**src/rtl/blastit_pkg.sv**
```systemverilog
// Shared types and constants for the blastit serial front end.
package blastit_pkg;

  localparam int unsigned UART_OVERSAMPLE = 16;

  typedef enum logic [2:0] {
    ST_IDLE  = 3'd0,
    ST_START = 3'd1,
    ST_DATA  = 3'd2,
    ST_STOP  = 3'd3,
    ST_BREAK = 3'd4
  } rx_state_t;

  // Clock cycles per sample tick, rounded to the nearest integer.
  function automatic int unsigned uart_div(input int unsigned clk_hz,
                                           input int unsigned baud,
                                           input int unsigned os);
    int unsigned den;
    den = baud * os;
    return (clk_hz + den / 2) / den;
  endfunction

endpackage

```
**src/rtl/uart_baud_tick.sv**
```systemverilog
// Sample-tick divider; clr re-phases the count to a detected start edge.
module uart_baud_tick #(
  parameter int unsigned DIV = 27
) (
  input  logic clk,
  input  logic rst,
  input  logic clr,
  output logic tick_c
);

  localparam int unsigned CNT_W = (DIV > 1) ? $clog2(DIV) : 1;
  localparam logic [CNT_W-1:0] LAST = CNT_W'(DIV - 1);

  logic [CNT_W-1:0] cnt;

  always_ff @(posedge clk) begin
    if (rst || clr) begin
      cnt <= '0;
    end else if (cnt == LAST) begin
      cnt <= '0;
    end else begin
      cnt <= cnt + CNT_W'(1);
    end
  end

  assign tick_c = (cnt == LAST);

endmodule

```
**src/rtl/uart_rx_frontend.sv**
```systemverilog
// 8N1 UART receiver: two-flop input sync, 16x oversampled framing with
// 3-sample majority vote, single-entry valid/ready holding register.
module uart_rx_frontend
  import blastit_pkg::*;
#(
  parameter int unsigned CLK_HZ     = 50000000,
  parameter int unsigned BAUD       = 115200,
  parameter int unsigned OVERSAMPLE = UART_OVERSAMPLE
) (
  input  logic       CLOCK_50,
  input  logic       RESET,
  input  logic       UART_RX,
  output logic [7:0] RX_DATA,
  output logic       RX_VALID,
  input  logic       RX_READY,
  output logic       FRAME_ERR,
  output logic       OVERRUN
);

  localparam int unsigned DIV   = uart_div(CLK_HZ, BAUD, OVERSAMPLE);
  localparam int unsigned IDX_W = $clog2(OVERSAMPLE);
  localparam logic [IDX_W-1:0] IDX_S0 = IDX_W'(7);
  localparam logic [IDX_W-1:0] IDX_S1 = IDX_W'(8);
  localparam logic [IDX_W-1:0] IDX_S2 = IDX_W'(9);

  logic             rx_meta;
  logic             rx_sync;
  rx_state_t        state;
  rx_state_t        state_nxt;
  logic [IDX_W-1:0] idx;
  logic [2:0]       bit_cnt;
  logic [7:0]       shift;
  logic             smp0;
  logic             smp1;
  logic             tick_c;
  logic             mid_c;
  logic             maj_c;
  logic             start_c;
  logic             shift_c;
  logic             done_c;
  logic             ferr_c;

  always_ff @(posedge CLOCK_50) begin
    if (RESET) begin
      rx_meta <= 1'b1;
      rx_sync <= 1'b1;
    end else begin
      rx_meta <= UART_RX;
      rx_sync <= rx_meta;
    end
  end

  uart_baud_tick #(.DIV(DIV)) u_tick (
    .clk    (CLOCK_50),
    .rst    (RESET),
    .clr    (start_c),
    .tick_c (tick_c)
  );

  // Decision point is the third sample; the first two were latched earlier.
  assign mid_c = tick_c && (idx == IDX_S2);
  assign maj_c = (smp0 & smp1) | (smp0 & rx_sync) | (smp1 & rx_sync);

  always_ff @(posedge CLOCK_50) begin
    if (RESET) begin
      state <= ST_IDLE;
    end else begin
      state <= state_nxt;
    end
  end

  always_comb begin
    state_nxt = state;
    start_c   = 1'b0;
    shift_c   = 1'b0;
    done_c    = 1'b0;
    ferr_c    = 1'b0;
    case (state)
      ST_IDLE: begin
        if (!rx_sync) begin
          state_nxt = ST_START;
          start_c   = 1'b1;
        end
      end
      ST_START: begin
        if (mid_c) begin
          state_nxt = maj_c ? ST_IDLE : ST_DATA;
        end
      end
      ST_DATA: begin
        if (mid_c) begin
          shift_c = 1'b1;
          if (bit_cnt == 3'd7) begin
            state_nxt = ST_STOP;
          end
        end
      end
      ST_STOP: begin
        if (mid_c) begin
          if (maj_c) begin
            done_c    = 1'b1;
            state_nxt = ST_IDLE;
          end else begin
            ferr_c    = 1'b1;
            state_nxt = ST_BREAK;
          end
        end
      end
      ST_BREAK: begin
        if (rx_sync) begin
          state_nxt = ST_IDLE;
        end
      end
      default: state_nxt = ST_IDLE;
    endcase
  end

  always_ff @(posedge CLOCK_50) begin
    if (RESET) begin
      idx     <= '0;
      bit_cnt <= '0;
      shift   <= '0;
      smp0    <= 1'b0;
      smp1    <= 1'b0;
    end else begin
      if (start_c) begin
        idx <= '0;
      end else if (tick_c) begin
        idx <= idx + IDX_W'(1);
      end
      if (tick_c && (idx == IDX_S0)) begin
        smp0 <= rx_sync;
      end
      if (tick_c && (idx == IDX_S1)) begin
        smp1 <= rx_sync;
      end
      if (start_c) begin
        bit_cnt <= '0;
      end else if (shift_c) begin
        bit_cnt <= bit_cnt + 3'd1;
      end
      if (shift_c) begin
        shift <= {maj_c, shift[7:1]};
      end
    end
  end

  // A completing byte may replace one being drained in the same cycle.
  always_ff @(posedge CLOCK_50) begin
    if (RESET) begin
      RX_DATA   <= '0;
      RX_VALID  <= 1'b0;
      FRAME_ERR <= 1'b0;
      OVERRUN   <= 1'b0;
    end else begin
      FRAME_ERR <= ferr_c;
      OVERRUN   <= 1'b0;
      if (done_c && (!RX_VALID || RX_READY)) begin
        RX_DATA  <= shift;
        RX_VALID <= 1'b1;
      end else if (done_c) begin
        OVERRUN <= 1'b1;
      end else if (RX_READY) begin
        RX_VALID <= 1'b0;
      end
    end
  end

endmodule

```
**config.mk**
```make
export PLATFORM = sky130hd
export DESIGN_NAME = uart_rx_frontend
export DESIGN_NICKNAME = d
export VERILOG_FILES = /design/src/rtl/blastit_pkg.sv /design/src/rtl/uart_baud_tick.sv /design/src/rtl/uart_rx_frontend.sv
export SDC_FILE = /design/constraint.sdc
export NUM_CORES = 1
export LEC_CHECK = 0
export CAP_MARGIN = 30
export CORE_ASPECT_RATIO = 1.4
export CORE_MARGIN = 2
export CORE_UTILIZATION = 59
export DETAILED_ROUTE_END_ITERATION = 7
export GPL_TIMING_DRIVEN = 0
export MAX_ROUTING_LAYER = met4
export PLACE_DENSITY = 0.82
export SKIP_CTS_REPAIR_TIMING = 1
export SLEW_MARGIN = 20
export SYNTH_ARGS = -nofsm -noshare
export SYNTH_HDL_FRONTEND = slang
export SYNTH_SLANG_ARGS = --single-unit
```
**constraint.sdc**
```tcl
create_clock -name CLOCK_50 -period 4.4 [get_ports CLOCK_50]
set_clock_uncertainty 0.2 [all_clocks]
set_input_delay 0.88 -clock CLOCK_50 [delete_from_list [all_inputs] [get_ports CLOCK_50]]
set_output_delay 0.88 -clock CLOCK_50 [all_outputs]
set_load 0.05 [all_outputs]
```
==> out/results.ini, run 1 <==
[setup_path]
r2r_slack_ns=2.42
crit_path_end_kind=output pin
slowest_stage=clkdlybuf4s50_1
path_class=flop to output pin
worstSetupStartpoint=RX_DATA[3]$_SDFFE_PP0P_
cp_num_buf_inv=1
r2r-end=bit_cnt[0]$_SDFFE_PP0P_
endpoint=RX_DATA[3]
max_stage_delay_ns=0.80
worstPathRequired_ns=3.32
critPathLaunchType=flop
r2r_cells=7
regToRegStartpoint=u_tick.cnt[0]$_SDFF_PP0_
arrival_ns=1.50
path_depth=1
crit_chain=clkdlybuf4s50_1
cp_max_fo=2
cpLargestDelayFamily=buffers and inverters

[sta]
fin_crit_ns=2.58
slew_viol_final=0
rsz0062_at_grt=false
setup_tns_ns=0
fmax_mhz=388
hold_viol_final=0
setup_viol=0
worst_pin_slew_ns=0.491
period_share_pct=58.6
slew_headroom_pct=67.2

[cts]
clockBufferDepth=2
root_buffer=clkbuf_4
cts_tree=built
cts_buffers=5
clkSinkCount=38
h-tree-depth=2
path_clk_slew_ns=0.11
clock_latency_ns=0.34

[routing]
wl_per_cell_um=12.6
first_iter_violations=14
dr.pass1.iters=4
drc=0
via_per_inst=5.30
ant_nets=0
num_vias=1123
wirelength_um=2670

[yosys]
synth_area_sq_um=1600
syn_inst=155
synthArstFlopShare_pct=0
synthTopCellsByCount=38 x dfxtp_1, 19 x mux2i_1, 18 x nand2b_1, 17 x nor2_1
yosysTopAreaCellShare_pct=47.6
synth_seq_cells=38
yosysWarnings=0
avgSynthCellArea_sq_um=10.3
ys_seq_area_share_pct=47.6
yosysUniqueCellTypes=29
syn_nets=166
ys.flop_type=dfxtp_1
yosysTopAreaCell=dfxtp_1
synth_most_common_cell=dfxtp_1
synth-edff-count=0
synth_area_leaders=dfxtp_1 48%, mux2i_1 12%, nand2b_1 7.0%

[die]
dieArea_sq_um=3150
die_y_um=65.6
core.rowCount=22
core_area_sq_um=2590
dieWidth_um=48.0
start_util_pct=61.8
io_pins=15

[pwr]
intPower_uw=489
power_frac_seq_pct=57.4
cellLeakagePower_uw=0.000737
comb_power_share_pct=3.2
swShare_pct=19.9
p_switching_uw=122
peakVddDrop_uv=278
p_clk_share_pct=39.4
power_density_nw_per_um2=328
finalPower_uw=611

[global_routing]
grt_max_degree=12
grt_pass1_vias=1148
antenna_found_initial=0
grt_pass1_wl_um=4710
overflow=0
grt.total_usage_pct=21.6

[finish]
layout.cells.non_filler=212
layout-drive-gt1-share_pct=7.95
syn2layout_area_growth_pct=16.7
nNetsFinal=187
antenna_cells=0

[status]
status=finished, final reports clean

[placed_design]
placed_cells=205
dpl.hpwl_um=2020
routabilityCongestion=0.756
portBuffers=14

[hold_path]
worst_hold_path_type=flop to flop

[run]
maxCapViolCount=0

==> power by group through the flow <==
stage	Combinational [uW]	Clock, uW	Sequential, uW
6_report	19.8	241	351
5_1_grt	22.4	264	351
4_1_cts	20.2	246	351
3_5_place_dp	20.1	0	358
3_3_place_gp	19.2	0	358
2_1_floorplan	13.6	0	358
==> sequential cells by signal, indices dropped and copies added, names as in the netlist, 3 cells and up <==
| name | flops |
|---|---|
| RX_DATA | 8 |
| bit_cnt | 3 |
| idx | 4 |
| shift | 8 |
| state | 3 |
| u_tick.cnt | 5 |
==> metrics by stage <==
step / util (%) / hold slack (ns) / cell area, sq um / worst slack (ns)
5_1_grt: 72.1 / 0.272 / 1860 / 1.75
3_5_place_dp: 68.9 / 0.206 / 1780 / 1.87
6_report: 72.1 / 0.237 / 1860 / 1.82
4_1_cts: 72.1 / 0.239 / 1860 / 1.81
3_3_place_gp: 68.9 / 0.199 / 1780 / 1.89
2_1_floorplan: - / 0.189 / 1600 / 2.41
==> routing by layer <==
metal  part of all wire, %  track usage [%]  vias to the layer above
met3                   3.3             6.59                        6
met2                    57             37.7                       14
met5                     0                -                        -
met1                    38             21.1                      531
met4                   1.9             8.11                        0
li1                      -                -                      572
==> cell usage in the layout, fill, tap and decap left out, types with 4 or more instances in the layout <==
cell type and instances:
dfxtp_1 38, mux2i_1 19, nand2b_1 18, nor2_1 17, clkdlybuf4s50_1 14, nand2_1 7, ha_1 7, nand4b_1 5
clkbuf_4 5, a21oi_1 4, xor2_1 4
==> cell type report <==
cell class	instances	area (sq um)
fill	224	723
sequential	38	761
clock inverter	1	30.0
timing repair buffer	14	140
multi-input combinational	108	781
clock buffer	6	51.3
buffer	6	45.0
tap	36	45.0
inverter	3	11.3
==> how the worst min path moves through the flow <==
stage | from | to | cells after the start
after CTS | rx_meta$_SDFF_PP1_ | rx_sync$_SDFF_PP1_ | 1
after global routing | rx_meta$_SDFF_PP1_ | rx_sync$_SDFF_PP1_ | 1
final | rx_meta$_SDFF_PP1_ | rx_sync$_SDFF_PP1_ | 1
after global placement | rx_meta$_SDFF_PP1_ | rx_sync$_SDFF_PP1_ | 1
after detailed placement | rx_meta$_SDFF_PP1_ | rx_sync$_SDFF_PP1_ | 1
after floorplan | rx_meta$_SDFF_PP1_ | rx_sync$_SDFF_PP1_ | 1
==> cell families after synthesis <==
| group | after synthesis | synth area share, % |
|---|---|---|
| and+or+nand+nor | 65 | 24.0 |
| DFF | 38 | 47.6 |
| muxes | 19 | 11.9 |
| AOI/OAI and AO/OA | 11 | 4.23 |
| buffers and inverters | 9 | 3.52 |
| adders and majority gates | 7 | 5.48 |
| xor gates and xnor gates | 6 | 3.29 |
(Power assumes the default switching activity.)
==> run 2, diff against run 1 <==
--- a/config.mk
+++ b/config.mk
@@ -8,11 +8,11 @@
 export CAP_MARGIN = 30
 export CORE_ASPECT_RATIO = 1.4
 export CORE_MARGIN = 2
-export CORE_UTILIZATION = 59
+export CORE_UTILIZATION = 55
 export DETAILED_ROUTE_END_ITERATION = 7
 export GPL_TIMING_DRIVEN = 0
 export MAX_ROUTING_LAYER = met4
-export PLACE_DENSITY = 0.82
+export PLACE_DENSITY = 0.77
 export SKIP_CTS_REPAIR_TIMING = 1
 export SLEW_MARGIN = 20
 export SYNTH_ARGS = -nofsm -noshare
==> constraint.sdc (replaced) <==
create_clock -name CLOCK_50 -period 2.6 [get_ports CLOCK_50]
set_clock_uncertainty 0.2 [all_clocks]
set_input_delay 0.52 -clock CLOCK_50 [delete_from_list [all_inputs] [get_ports CLOCK_50]]
set_output_delay 0.52 -clock CLOCK_50 [all_outputs]
set_load 0.05 [all_outputs]
==> out/results.ini, run 2 (same netlist as run 1, synthesis figures left out) <==
[routing]
first_iter_violations=15
ant_nets=0
wl_per_cell_um=12.3
drc=0
num_vias=1138
wirelength_um=2640
via_per_inst=5.32
dr.pass1.iters=4

[run]
maxCapViolCount=0

[finish]
nNetsFinal=187
layout.cells.non_filler=214
layout-drive-gt1-share_pct=7.91
top_regs=RX_DATA: 8 flops, shift: 8 flops, u_tick.cnt: 5 flops
mostFrequentLayoutCell=dfxtp_1
antenna_cells=0
final_cell_mix=38 x dfxtp_1, 19 x mux2i_1, 18 x nand2b_1, 17 x nor2_1, 14 x clkdlybuf4s50_1
syn2layout_area_growth_pct=17.4

[sta]
setup_viol=0
hold_viol_final=0
fin_crit_ns=2.15
fmax_mhz=464
slew_viol_final=0
setup_tns_ns=0
period_share_pct=82.9
worst_pin_slew_ns=0.501
slew_headroom_pct=66.5
rsz0062_at_grt=false

[pwr]
peakVddDrop_uv=365
power_density_nw_per_um2=551
cellLeakagePower_uw=0.000741

[placed_design]
routabilityCongestion=0.699
portBuffers=14
placed_cells=206
dpl.hpwl_um=1970

[cts]
clockBufferDepth=2
cts_buffers=5
root_buffer=clkbuf_8
h-tree-depth=2
clkSinkCount=38
clock_latency_ns=0.29
path_clk_slew_ns=0.07
cts_tree=built

[global_routing]
antenna_found_initial=0
overflow=0
grt.total_usage_pct=19.0
grt_pass1_wl_um=4580
grt_pass1_vias=1089
grt_max_degree=12

[setup_path]
crit_chain=clkdlybuf4s50_1
cp_num_buf_inv=1
cp_max_fo=2
max_stage_delay_ns=0.81
crit_path_end_kind=output pin
cpLargestDelayFamily=buffers and inverters
path_class=flop to output pin
slowest_stage=clkdlybuf4s50_1
arrival_ns=1.43
worstPathRequired_ns=1.88
critPathLaunchType=flop

[die]
core_area_sq_um=2820
dieArea_sq_um=3360
core.rowCount=23
start_util_pct=56.7
dieWidth_um=49.6
io_pins=15
die_y_um=67.8

[status]
status=finished, final reports clean

[hold_path]
worst_hold_path_type=flop to flop

[run 2: power by group]
part | switching, uW | internal (uW)
Sequential | 4.97 | 588
Combinational | 16.9 | 16.4
Clock | 194 | 214
Total | 216 | 818
[run 2: final cells by class]
cell class              instances  area, sq um
clock buffers                   7         86.3
plain buffers                   6         45.0
multi-input cells             108          781
repair buffers                 14          140
clock inverters                 1         5.00
inverters                       3         11.3
flip-flops and latches         38          761
well taps                      37         46.3
fillers                       281          945
[run 2: per-stage QoR]
stage / power [uW] / hold WS, ns / utilization, % / instance area, sq um / setup WS (ns)
final: 1030 / 0.215 / 66.5 / 1880 / 0.445
after global routing: 1070 / 0.225 / 66.5 / 1880 / 0.397
after CTS: 1050 / 0.219 / 66.5 / 1880 / 0.435
after detailed placement: 640 / 0.198 / 63.3 / 1780 / 0.434
after global placement: 638 / 0.193 / 63.3 / 1780 / 0.454
after floorplan: 628 / 0.189 / - / 1600 / 0.765
[run 2: final timing paths]
path / from / cells after the start / slack (ns) / endpoint
setup / recovery: RX_DATA[5]$_SDFFE_PP0P_ / 1 / 0.45 / RX_DATA[5]
hold / removal: rx_meta$_SDFF_PP1_ / 1 / 0.22 / rx_sync$_SDFF_PP1_
setup reg to reg: u_tick.cnt[0]$_SDFF_PP0_ / 8 / 0.66 / RX_DATA[0]$_SDFFE_PP0P_
hold reg to reg: rx_meta$_SDFF_PP1_ / 1 / 0.22 / rx_sync$_SDFF_PP1_
[run 2: layer usage]
layer	routed length [um]	track usage, %	up-vias	share of wire (%)
met2	1420	33.7	14	54
met3	81	5.97	7	3.1
met5	0	-	-	0
met1	1080	18.3	548	41
li1	-	-	569	-
met4	61	10.4	0	2.3
